`src/rtl/pci_blue_pkg.sv`:
```
// Shared pci_blue constants: reset-sequencer state encodings and parameter defaults.
package pci_blue_pkg;

    typedef enum logic [2:0] {
        ST_HOLD       = 3'd0,
        ST_WAIT_LOCK  = 3'd1,
        ST_STRETCH    = 3'd2,
        ST_STAGGER    = 3'd3,
        ST_RUN        = 3'd4,
        ST_HOST_DRIVE = 3'd5
    } seq_state_t;

    localparam int DEF_NUM_DOMAINS       = 4;
    localparam int DEF_STRETCH_CYCLES    = 16;
    localparam int DEF_STAGGER_CYCLES    = 2;
    localparam int DEF_LOCK_TIMEOUT      = 1024;
    localparam int DEF_HOST_RESET_CYCLES = 32;

    function automatic int max_of4(input int a, input int b, input int c, input int d);
        int m;
        m = a;
        if (b > m) m = b;
        if (c > m) m = c;
        if (d > m) m = d;
        return m;
    endfunction

endpackage

```
`src/rtl/pci_reset_pulse_stretcher.sv`:
```
// Per-domain soft-reset stretcher: keeps one domain in reset for STRETCH_CYCLES
// after the most recent request accepted while the sequencer is running.
module pci_reset_pulse_stretcher
    import pci_blue_pkg::*;
#(
    parameter int STRETCH_CYCLES = DEF_STRETCH_CYCLES
) (
    input  logic pci_clk,
    input  logic pci_reset_l,
    input  logic run,
    input  logic req,
    output logic active_next
);
    localparam int CW = $clog2(STRETCH_CYCLES + 1);
    localparam logic [CW-1:0] LOAD = CW'(STRETCH_CYCLES);
    localparam logic [CW-1:0] ONE  = CW'(1);

    logic [CW-1:0] remaining;
    logic [CW-1:0] remaining_next;

    // active_next lets the sequencer register the domain output on the same edge as the load
    always_comb begin
        remaining_next = remaining;
        if (!run) begin
            remaining_next = '0;
        end else if (req) begin
            remaining_next = LOAD;
        end else if (remaining != '0) begin
            remaining_next = remaining - ONE;
        end
        active_next = (remaining_next != '0);
    end

    always_ff @(posedge pci_clk) begin
        if (!pci_reset_l) begin
            remaining <= '0;
        end else begin
            remaining <= remaining_next;
        end
    end

endmodule

```
`src/rtl/pci_reset_sequencer.sv`:
```
// PCI reset sequencer: synchronises the pad reset, waits for PLL lock, stretches,
// then releases internal reset domains one by one; can also drive PCI reset as host.
module pci_reset_sequencer
    import pci_blue_pkg::*;
#(
    parameter int NUM_DOMAINS       = DEF_NUM_DOMAINS,
    parameter int STRETCH_CYCLES    = DEF_STRETCH_CYCLES,
    parameter int STAGGER_CYCLES    = DEF_STAGGER_CYCLES,
    parameter int LOCK_TIMEOUT      = DEF_LOCK_TIMEOUT,
    parameter int HOST_RESET_CYCLES = DEF_HOST_RESET_CYCLES
) (
    input  logic                   pci_clk,
    input  logic                   pci_reset_l,
    input  logic                   pci_reset_raw,
    input  logic                   pci_pll_locked,
    input  logic                   pci_pll_bypass,
    input  logic                   host_reset_req,
    input  logic [NUM_DOMAINS-1:0] sw_reset_req,
    output logic [NUM_DOMAINS-1:0] domain_reset_l,
    output logic                   pci_reset_out_oe_comb,
    output logic [2:0]             seq_state,
    output logic                   lock_timeout_err
);
    localparam int CNT_MAX = max_of4(STRETCH_CYCLES, STAGGER_CYCLES, LOCK_TIMEOUT, HOST_RESET_CYCLES);
    localparam int CNT_W   = $clog2(CNT_MAX + 1);
    localparam int IDX_W   = (NUM_DOMAINS > 1) ? $clog2(NUM_DOMAINS) : 1;

    localparam logic [CNT_W-1:0] STRETCH_LAST = CNT_W'(STRETCH_CYCLES - 1);
    localparam logic [CNT_W-1:0] STAGGER_LAST = CNT_W'(STAGGER_CYCLES - 1);
    localparam logic [CNT_W-1:0] LOCK_LAST    = CNT_W'(LOCK_TIMEOUT - 1);
    localparam logic [CNT_W-1:0] HOST_LAST    = CNT_W'(HOST_RESET_CYCLES - 1);
    localparam logic [CNT_W-1:0] CNT_ONE      = CNT_W'(1);
    localparam logic [IDX_W-1:0] IDX_LAST     = IDX_W'(NUM_DOMAINS - 1);
    localparam logic [IDX_W-1:0] IDX_ONE      = IDX_W'(1);

    logic                   raw_meta;
    logic                   raw_sync;
    seq_state_t             state;
    seq_state_t             state_next;
    logic [CNT_W-1:0]       cnt;
    logic [CNT_W-1:0]       cnt_next;
    logic [IDX_W-1:0]       idx;
    logic [IDX_W-1:0]       idx_next;
    logic                   err_set;
    logic                   lock_ok;
    logic                   go_hold;
    logic                   in_run;
    logic [NUM_DOMAINS-1:0] soft_active;
    logic [NUM_DOMAINS-1:0] domain_next;

    // Once the lock wait has timed out we run unlocked, so lock loss no longer aborts
    assign lock_ok   = pci_pll_locked | pci_pll_bypass | lock_timeout_err;
    assign go_hold   = raw_sync | ~lock_ok;
    assign in_run    = (state == ST_RUN);
    assign seq_state = state;

    for (genvar i = 0; i < NUM_DOMAINS; i++) begin : g_stretch
        pci_reset_pulse_stretcher #(
            .STRETCH_CYCLES(STRETCH_CYCLES)
        ) u_stretch (
            .pci_clk    (pci_clk),
            .pci_reset_l(pci_reset_l),
            .run        (in_run),
            .req        (sw_reset_req[i]),
            .active_next(soft_active[i])
        );
    end

    always_comb begin
        state_next = state;
        cnt_next   = cnt;
        idx_next   = idx;
        err_set    = 1'b0;
        case (state)
            ST_HOLD: begin
                if (!raw_sync) begin
                    state_next = ST_WAIT_LOCK;
                    cnt_next   = '0;
                end
            end
            ST_WAIT_LOCK: begin
                if (raw_sync) begin
                    state_next = ST_HOLD;
                end else if (pci_pll_locked || pci_pll_bypass) begin
                    state_next = ST_STRETCH;
                    cnt_next   = '0;
                end else if (cnt == LOCK_LAST) begin
                    err_set    = 1'b1;
                    state_next = ST_STRETCH;
                    cnt_next   = '0;
                end else begin
                    cnt_next = cnt + CNT_ONE;
                end
            end
            ST_STRETCH: begin
                if (go_hold) begin
                    state_next = ST_HOLD;
                end else if (cnt == STRETCH_LAST) begin
                    state_next = ST_STAGGER;
                    cnt_next   = '0;
                    idx_next   = '0;
                end else begin
                    cnt_next = cnt + CNT_ONE;
                end
            end
            ST_STAGGER: begin
                if (go_hold) begin
                    state_next = ST_HOLD;
                end else if (idx == IDX_LAST) begin
                    state_next = ST_RUN;
                end else if (cnt == STAGGER_LAST) begin
                    idx_next = idx + IDX_ONE;
                    cnt_next = '0;
                end else begin
                    cnt_next = cnt + CNT_ONE;
                end
            end
            ST_RUN: begin
                if (go_hold) begin
                    state_next = ST_HOLD;
                end else if (host_reset_req) begin
                    state_next = ST_HOST_DRIVE;
                    cnt_next   = '0;
                end
            end
            ST_HOST_DRIVE: begin
                if (cnt == HOST_LAST) begin
                    state_next = ST_HOLD;
                end else begin
                    cnt_next = cnt + CNT_ONE;
                end
            end
            default: begin
                state_next = ST_HOLD;
            end
        endcase
    end

    // Domain levels follow the next state so every release and abort is registered on the same edge
    always_comb begin
        domain_next = '0;
        case (state_next)
            ST_STAGGER: begin
                for (int i = 0; i < NUM_DOMAINS; i++) begin
                    domain_next[i] = (IDX_W'(i) <= idx_next);
                end
            end
            ST_RUN: begin
                domain_next = ~soft_active;
            end
            default: begin
                domain_next = '0;
            end
        endcase
    end

    always_ff @(posedge pci_clk) begin
        if (!pci_reset_l) begin
            raw_meta              <= 1'b0;
            raw_sync              <= 1'b0;
            state                 <= ST_HOLD;
            cnt                   <= '0;
            idx                   <= '0;
            domain_reset_l        <= '0;
            pci_reset_out_oe_comb <= 1'b0;
            lock_timeout_err      <= 1'b0;
        end else begin
            raw_meta              <= pci_reset_raw;
            raw_sync              <= raw_meta;
            state                 <= state_next;
            cnt                   <= cnt_next;
            idx                   <= idx_next;
            domain_reset_l        <= domain_next;
            pci_reset_out_oe_comb <= (state_next == ST_HOST_DRIVE);
            lock_timeout_err      <= lock_timeout_err | err_set;
        end
    end

endmodule

```
`config.mk`:
```
export PLATFORM = sky130hd
export DESIGN_NAME = pci_reset_sequencer
export DESIGN_NICKNAME = d
export VERILOG_FILES = /design/src/rtl/pci_blue_pkg.sv /design/src/rtl/pci_reset_pulse_stretcher.sv /design/src/rtl/pci_reset_sequencer.sv
export SDC_FILE = /design/constraint.sdc
export NUM_CORES = 1
export LEC_CHECK = 0
export CAP_MARGIN = 10
export CORE_MARGIN = 5
export CORE_UTILIZATION = 53
export CTS_CLUSTER_SIZE = 10
export DETAILED_ROUTE_END_ITERATION = 10
export PLACE_DENSITY = 0.77
export SYNTH_ARGS = -nofsm -noshare
export SYNTH_HDL_FRONTEND = slang
export SYNTH_SLANG_ARGS = --single-unit
```
`constraint.sdc`:
```
create_clock -name pci_clk -period 2.3 [get_ports pci_clk]
set_clock_uncertainty 0.15 [all_clocks]
set_input_delay 0.46 -clock pci_clk [delete_from_list [all_inputs] [get_ports pci_clk]]
set_output_delay 0.46 -clock pci_clk [all_outputs]
set_load 0.01 [all_outputs]
```
### Word level (Yosys, flattened, before mapping)

Index checks and enable logic that the tools add are counted.

* register bits: 44
* input bits: 10
* word-level logic and storage cells: 109
* output and inout bits: 9

* add/subtract/negate cells: 6
* reductions and logical operators: 12
* order comparisons: 4
* muxes and demuxes: 48
* bitwise logic cells: 6
* equality and inequality tests: 21

Operators with widths (number)
* 2-to-1 mux 11 bit: 12
* one-hot mux 11 bit (6 select lines): 1
* 2-to-1 mux 5 bit: 12
* nonzero test 5 bit: 8
* 2-to-1 mux 3 bit: 11
* subtractor 5 x 1 -> 5 bit (second input constant): 4
* one-hot mux 3 bit (6 select lines): 1
* != test 2 bit (second input constant): 8
* equality test 3 bit (second input constant): 4
* adder 11 x 1 -> 11 bit (second input constant): 1
* equality test 11 x 1 -> 1 bit (second input constant): 1
* equality test 11 x 10 -> 1 bit (second input constant): 1
* equality test 11 x 4 -> 1 bit (second input constant): 1
* equality test 11 x 5 -> 1 bit (second input constant): 1
* 2-to-1 mux 2 bit: 5
* equality test 3 x 2 -> 1 bit (second input constant): 3
* AND reduction 9 bit: 1
* one-hot mux 4 bit (2 select lines): 1
* nonzero test 6 bit: 1
* <= comparator 1 x 2 -> 1 bit (first input constant): 2
* <= comparator 2 bit (first input constant): 2
* 2-to-1 mux 1 bit: 4
* inverter 4 bit: 1
* OR 1 bit: 4
* 7 further kinds: 7

### Depth between registers and ports, before layout

Gate-level depths: netlist of the first run.

* depth after elaboration: 8
* mapped depth: 10
* gate-level depth less buffers: 8

### By module

Synthesis of the first run repeated with hierarchy kept, for this count alone.

* cell total of the unflattened synthesis: 333
* area, all modules: 2776.4 µm²

By module, submodules not included
* pci_reset_sequencer: area an instance 1625.3 µm², sequential area each 480.5 µm², times used 1, cells each 193
* pci_reset_pulse_stretcher: area an instance 287.8 µm², sequential area each 100.1 µm², times used 4, cells each 35

### Worst setup path before layout of the first run

OpenSTA, ideal clock, no wires.

* path kind: reg2reg
* start: reg cnt[0]
* end: reg cnt[5]
* path buffers: 0
* period minus slack after synthesis: 2.481 ns
* required time: 2.059 ns
* library setup time: 0.091 ns
* stages on the path, launching flop included: 8
* path slack: -0.181 ns
* data arrival time: 2.240 ns
* cells stage by stage: dfxtp_1 > ha_1 > nand4_2 > nor4_4 > nor4b_4 > nor2_1 > a2111o_1 > a311oi_1

* word-level cells in the longest chain between the ends: 5
* elaborated cells between the ends (all ways): 17
* classes of those cells: add/sub (1); eq/ne (5); mux (10); reduce/logical (1)

RTL lines
* start: declaration: line pci_reset_sequencer.sv:40 `logic [CNT_W-1:0] cnt;`
* start signal: assignment: line pci_reset_sequencer.sv:171 `cnt <= cnt_next;`
* adder 11 x 1 -> 11 bit (tied with other cells)
* 2-to-1 mux 11 bit, on equally long branches: line pci_reset_sequencer.sv:111, pci_reset_sequencer.sv:87
* 2-to-1 mux 11 bit, on equally long branches: line pci_reset_sequencer.sv:109, pci_reset_sequencer.sv:84
* 2-to-1 mux 11 bit, on equally long branches: line pci_reset_sequencer.sv:107, pci_reset_sequencer.sv:82
* one-hot mux 11 bit (6 select lines): line pci_reset_sequencer.sv:74 `case (state)`

Parallel ways exist; a longest one is shown, timed or not. The select of a mux whose other input is x is not followed.
A chain may end at the register's enable or synchronous reset.

### Final worst setup path of the first run

* start: reg cnt[0]
* end: reg cnt[8]

Same word-level chain as after synthesis.

==> impl_metrics.env, run 1 <==
export IMPL_status="complete, but fails checks"
export IMPL_violations="setup timing"
export IMPL_drt_initial_drc_count=137
export IMPL_layout_setup_ws_ps=-192
export IMPL_first_pass_iters=4
export IMPL_core_area_um2=4720
export IMPL_htree_levels=2
export IMPL_yosys_most_used_dff="dfxtp_1"
export IMPL_finalSetupViolCount=15
export IMPL_wl_um=7020
export IMPL_io_buffers=18
export IMPL_fmax_mhz=401
export IMPL_clkLatencyLatePin_ps=300
export IMPL_finalHoldViolations=0
export IMPL_die_w_um=79.7
export IMPL_areaGrowthSynthToFinish_pct=41.6
export IMPL_finalCritPeriodShare_pct=108
export IMPL_cpPeakStageDelay_ps=490
export IMPL_rsz0062_at_grt="true"
export IMPL_maxUsedRoutingLayer="met4"
export IMPL_vias_per_cell=5.70
export IMPL_dpl_worst_slack_ps=-446
export IMPL_path_clk_slew_ps=90
export IMPL_tightestPinTransition_ps=499
export IMPL_cp_buffers_inverters=1
export IMPL_drc_errors=0
export IMPL_synthArstFlopShare_pct=0
export IMPL_cellPowerDensity_nw_per_um2=490
export IMPL_critPathMaxFanout=3
export IMPL_clock_path_buffers=2
export IMPL_crit_arrival_ps=2520
export IMPL_grt_antenna_before_repair=0
export IMPL_maxSlewHeadroom_pct=66.5
export IMPL_die_y_um=79.7
export IMPL_path_class="reg -> reg"
export IMPL_dieArea_um2=6360
export IMPL_critPathCaptureType="flop"
export IMPL_synth_edff_count=0
export IMPL_place_area_um2=3290
export IMPL_syn_area_per_cell_um2=8.40
export IMPL_critical_path_top_delay_family="simple AND/OR/NAND/NOR gates"
export IMPL_insertedDiodeCount=0
export IMPL_hp_class="reg -> reg"
export IMPL_fin_area_um2=3650
export IMPL_yosysSeqAreaShare_pct=34.2
export IMPL_ir_drop_v=0.000315
export IMPL_cts_tree="done"
export IMPL_gr_total_overflow=0
export IMPL_routed_via_count=2603
export IMPL_slowest_stage="or3b_2"
export IMPL_grt_usage_pct=23.3
export IMPL_place_hpwl_um=4860
export IMPL_drive_above_1_share_pct=30.8
export IMPL_fin_nets=410
export IMPL_grt_pass1_wl_um=11800
export IMPL_io_pins=19
export IMPL_cap_violations=0
export IMPL_leakage_nw=1.39
export IMPL_yosysWarnings=0
export IMPL_synthesis_area_um2=2580
export IMPL_grt_pass1_vias=2572
export IMPL_period_needed_ps=2490
export IMPL_postRouteAntennaNets=0
export IMPL_syn_num_nets=328
export IMPL_yosys_cell_types_count=59
export IMPL_crit_path_cell_trace="ha_1 > or3b_2 > or3_4 > a311oi_2 > buf_4 > nand2_1 > a21oi_2 > a311oi_2"
export IMPL_wirelength_met1_um=2920
export IMPL_start_kind="flop"
export IMPL_grt_max_degree=20
export IMPL_cp_common_cell="a311oi_2"
export IMPL_synthCells=307
export IMPL_crit_required_ps=2330
export IMPL_start_util_pct=54.6
export IMPL_ys_ff_latch=44
export IMPL_cts_num_sinks=44
export IMPL_wl_met2_um=3610
export IMPL_cts_buffers=5
export IMPL_clock_tree_root_cell="clkbuf_8"
export IMPL_place_gp_congestion=0.843
export IMPL_avgRoutedWirePerCell_um=15.4
export IMPL_drv_slew=0
export IMPL_met3_length_um=276
export IMPL_fin_setup_tns_ps=-2030
export IMPL_num_rows=25
==> worst register-to-register path: cells and delay by family (launching register included) <==
kind	cells	cell delay, ps
buf+inv	1	170
fa+ha+maj	1	150
compound gates	3	570
simple gates	3	970
flops	1	360
==> placed cells by master (no fill, tap or decap), drive strengths merged, types with 3 or more instances in the layout <==
cell and instances:
o21ai 8, clkdlybuf4s50 18, nand2 18, nand3b 4, a211oi 9, nor2 35
buf 70, or3 4, a211o 3, and3 5, o211ai 7, and2 8
nor4b 5, nor4 5, clkbuf 6, xor2 3, xnor2 8, dfxtp 44
nand4 4, a2111oi 4, a21oi 7, nor3 29, ha 11, nand3 11
a311oi 6, inv 18, nor2b 3, o21a 5
==> metrics by stage <==
stage | util, % | instances | power [mW] | hold slack, ps
finish | 77.2 | 457 | 1.79 | 323
global route | 77.2 | 457 | 1.86 | 339
CTS | 76.1 | 457 | 1.77 | 318
detailed placement | 69.6 | 437 | 1.14 | 305
global placement | 69.6 | 437 | 1.13 | 269
floorplan | - | 307 | 0.983 | 262
==> timing repair <==
action	CTS	global route
resized for setup	21	12
setup buffers	11	1
hold buffers	0	0
setup endpoints to repair	17	17
pin swaps	7	14
cloned	1	0
==> synth_stat cells, types with 6 or more instances <==
cell      number  area (um2)
a211oi_1       9        67.6
nand3_1       11        55.1
o211ai_1       7        52.6
nand2_1       18        67.6
and2_1         8        50.1
xnor2_1        8        70.1
dfxtp_1       44         881
nor3_1        27         135
ha_1          11         138
a21oi_1        6        30.0
a311oi_1       6        52.6
nor2_1        35         131
inv_1         18        67.6
o21ai_0        7        35.0
==> metal layers <==
| metal | vias to the layer above | GRT usage [%] |
|---|---|---|
| met5 | - | 0 |
| met4 | 0 | 9.12 |
| met3 | 22 | 3.61 |
| met2 | 68 | 41.6 |
| met1 | 1217 | 27.8 |
| li1 | 1296 | - |
==> final cells by class <==
cell class	instances	area [um2]
clock inverter	2	10.0
multi-input combinational	232	1750
sequential	44	886
tap	67	83.8
timing repair buffer	88	766
clock buffer	6	82.6
fill	326	1070
inverter	18	67.6
==> logic make-up after synthesis <==
| kind of cell | Yosys count | synth area share [%] |
|---|---|---|
| xor+xnor | 11 | 3.74 |
| mux | 3 | 1.21 |
| compound gates | 65 | 19.3 |
| simple gates | 142 | 30.7 |
| buf+inv | 31 | 5.53 |
| flops | 44 | 34.2 |
| fa+ha+maj | 11 | 5.34 |
==> power by group <==
part           leakage [nW]  switching, mW  total (mW)  internal, mW
registers             0.357         0.0118       0.787         0.775
clock network        0.0510          0.279       0.519         0.240
logic                 0.978          0.230       0.480         0.250
total                  1.39          0.520        1.79          1.27
==> sequential cells by signal, summed over array words and instances, names as in the netlist <==
register                       count
seq_state                          3
raw_meta                           1
pci_reset_out_oe_comb              1
domain_reset_l                     4
idx                                2
lock_timeout_err                   1
g_stretch.u_stretch.remaining     20
raw_sync                           1
cnt                               11
==> path summary, 6_finish.rpt <==
| path | from | to | slack (ps) | depth (start not counted) |
|---|---|---|---|---|
| worst min register to register | raw_meta$_SDFF_PN0_ | raw_sync$_SDFF_PN0_ | 320 | 1 |
| worst max-delay path | cnt[0]$_SDFFE_PN0P_ | cnt[8]$_SDFFE_PN0P_ | -190 | 8 |
| worst min-delay path | raw_meta$_SDFF_PN0_ | raw_sync$_SDFF_PN0_ | 320 | 1 |
| worst max register to register | cnt[0]$_SDFFE_PN0P_ | cnt[8]$_SDFFE_PN0P_ | -190 | 8 |
Note: power is estimated with default switching activity, not from simulation.
==> run 2: changes to the inputs <==
CTS_CLUSTER_SIZE = default   (was 10)
==> results of run 2 <==
No change in the layout: final DEF, timing and power equal those of run 1.
==> run 3: changes to the inputs <==
RECOVER_POWER = 25   (was default)
==> run 3 against run 2 <==
  * The flow still finishes with violations (setup timing)
  * Wire length fell by 0.11%
  * Register-to-register slack barely moved
  * Die area did not move
  * Combinational power barely moved
  * Sequential power barely moved
  * Clock-buffer cell count did not move
==> impl_metrics.env, run 3 (synthesized netlist as in run 1, its figures left out) <==
export IMPL_rsz0062_at_grt="true"
export IMPL_hp_class="reg -> reg"
export IMPL_grt_antenna_before_repair=0
export IMPL_place_hpwl_um=4860
export IMPL_p_int_mw=1.27
export IMPL_finalCritPeriodShare_pct=108
export IMPL_maxSlewHeadroom_pct=67.1
export IMPL_tightestPinTransition_ps=490
export IMPL_critPathCaptureType="flop"
export IMPL_final_seq_area_um2=886
export IMPL_cap_violations=0
export IMPL_comb_power_share_pct=26.8
export IMPL_finalHoldViolations=0
export IMPL_num_rows=25
export IMPL_grt_pass1_vias=2572
export IMPL_wl_um=7010
export IMPL_grt_max_degree=20
export IMPL_multi_input_area_um2=1750
export IMPL_clkLatencyLatePin_ps=300
export IMPL_start_util_pct=54.6
export IMPL_grt_usage_pct=23.3
export IMPL_netSwitchingPower_uw=520
export IMPL_clock_tree_root_cell="clkbuf_8"
export IMPL_layout_setup_ws_ps=-190
export IMPL_cellPowerDensity_nw_per_um2=489
export IMPL_vias_per_cell=5.69
export IMPL_r2r_slack_ps=-190
export IMPL_path_class="reg -> reg"
export IMPL_cpPeakStageDelay_ps=590
export IMPL_fin_nets=410
export IMPL_whs_ps=316
export IMPL_slowest_stage="or4_4"
export IMPL_drive_above_1_share_pct=30.8
export IMPL_dieArea_um2=6360
export IMPL_reg_top3="g_stretch.u_stretch.remaining x20, cnt x11, domain_reset_l x4"
export IMPL_drc_errors=0
export IMPL_hold_buffers=0
export IMPL_postRouteAntennaNets=0
export IMPL_htree_levels=2
export IMPL_p_clk_share_pct=29.1
export IMPL_status="complete, but fails checks"
export IMPL_io_pins=19
export IMPL_regMostFlops="g_stretch.u_stretch.remaining"
export IMPL_finalSetupViolCount=15
export IMPL_fmax_mhz=402
export IMPL_start_kind="flop"
export IMPL_leakage_nw=1.39
export IMPL_cts_num_sinks=44
export IMPL_die_w_um=79.7
export IMPL_place_gp_congestion=0.843
export IMPL_period_needed_ps=2490
export IMPL_core_area_um2=4720
export IMPL_largest_reg_flops=20
export IMPL_ir_drop_v=0.000314
export IMPL_crit_required_ps=2330
export IMPL_violations="setup timing"
export IMPL_avgRoutedWirePerCell_um=15.3
export IMPL_grt_pass1_wl_um=11800
export IMPL_drv_slew=0
export IMPL_mostFrequentLayoutCells="buf_4 (63), dfxtp_1 (40), nor2_1 (34)"
export IMPL_crit_arrival_ps=2520
export IMPL_cts_buffers=5
export IMPL_clock_path_buffers=2
export IMPL_first_pass_iters=4
export IMPL_fillers=326
export IMPL_switching_share_pct=29.1
export IMPL_instances_no_fill=457
export IMPL_post_route_util_pct=77.2
export IMPL_crit_path_cell_trace="or4_4 > buf_4 > o31a_1 > a311oi_2 > buf_4 > nand2_1 > a21oi_2 > a311oi_2"
export IMPL_placed_cells=437
export IMPL_drt_initial_drc_count=135
export IMPL_die_y_um=79.7
export IMPL_total_power_mw=1.79
export IMPL_insertedDiodeCount=0
export IMPL_gr_total_overflow=0
export IMPL_critPathMaxFanout=5
export IMPL_p_seq_share_pct=44.1
export IMPL_routed_via_count=2600
export IMPL_path_clk_slew_ps=90
export IMPL_io_buffers=18
export IMPL_areaGrowthSynthToFinish_pct=41.6
export IMPL_final_common_cell="buf_4"
export IMPL_cts_tree="done"
-- run 3: cell count changes in the layout (fill, tap and decap cells not counted) --
| cell | delta |
|---|---|
| and2_0 | +1 |
| clkdlybuf4s50_1 | -1 |
| and2_1 | -1 |
| dlygate4sd3_1 | +1 |
-- run 3: final timing paths --
path	from	endpoint	cells after the start
setup / recovery	cnt[8]$_SDFFE_PN0P_	cnt[8]$_SDFFE_PN0P_	8
hold reg to reg	raw_meta$_SDFF_PN0_	raw_sync$_SDFF_PN0_	1
setup reg to reg	cnt[8]$_SDFFE_PN0P_	cnt[8]$_SDFFE_PN0P_	8
hold / removal	raw_meta$_SDFF_PN0_	raw_sync$_SDFF_PN0_	1
-- run 3: layer usage --
layer	wire length (um)	global-route usage, %	vias to the layer above
li1	-	-	1296
met1	2940	27.8	1217
met2	3600	41.6	67
met3	276	3.61	20
met4	194	9.12	0
met5	0	0	-
-- run 3: cell type report --
| class | instances | area share [%] |
|---|---|---|
| Tap cell | 67 | 2.30 |
| Inverter | 18 | 1.85 |
| Timing Repair Buffer | 88 | 21.0 |
| Clock buffer | 6 | 2.26 |
| Sequential cell | 44 | 24.3 |
| Clock inverter | 2 | 0.274 |
| Multi-Input combinational cell | 232 | 48.0 |
-- run 3: worst max-delay path, delay by kind of cell (launching register included) --
kind            cells  cell delay [ps]
simple gates        2              650
compound gates      4              910
buf+inv             2              340
flops               1              330
-- run 3: power groups by stage --
stage / logic [mW] / clock network, mW / registers (mW)
2_1_floorplan: 0.175 / 0 / 0.808
5_1_grt: 0.506 / 0.562 / 0.789
3_3_place_gp: 0.331 / 0 / 0.802
4_1_cts: 0.457 / 0.524 / 0.786
6_report: 0.479 / 0.520 / 0.787
3_5_place_dp: 0.338 / 0 / 0.802
-- run 3: per-stage QoR --
step | setup TNS (ps) | instance area (um2) | setup slack (ps)
detailed placement | -5500 | 3290 | -446
CTS | -1990 | 3600 | -197
finish | -2000 | 3650 | -190
global route | -3070 | 3650 | -269
floorplan | -228 | 2680 | -40.7
global placement | -4260 | 3290 | -329
-- run 3: repair_timing --
action,in CTS,in global routing
endpoints found under the setup margin,17,17
pin swaps,7,14
cloned,1,0
buffers inserted,11,1
gates resized for setup,21,12
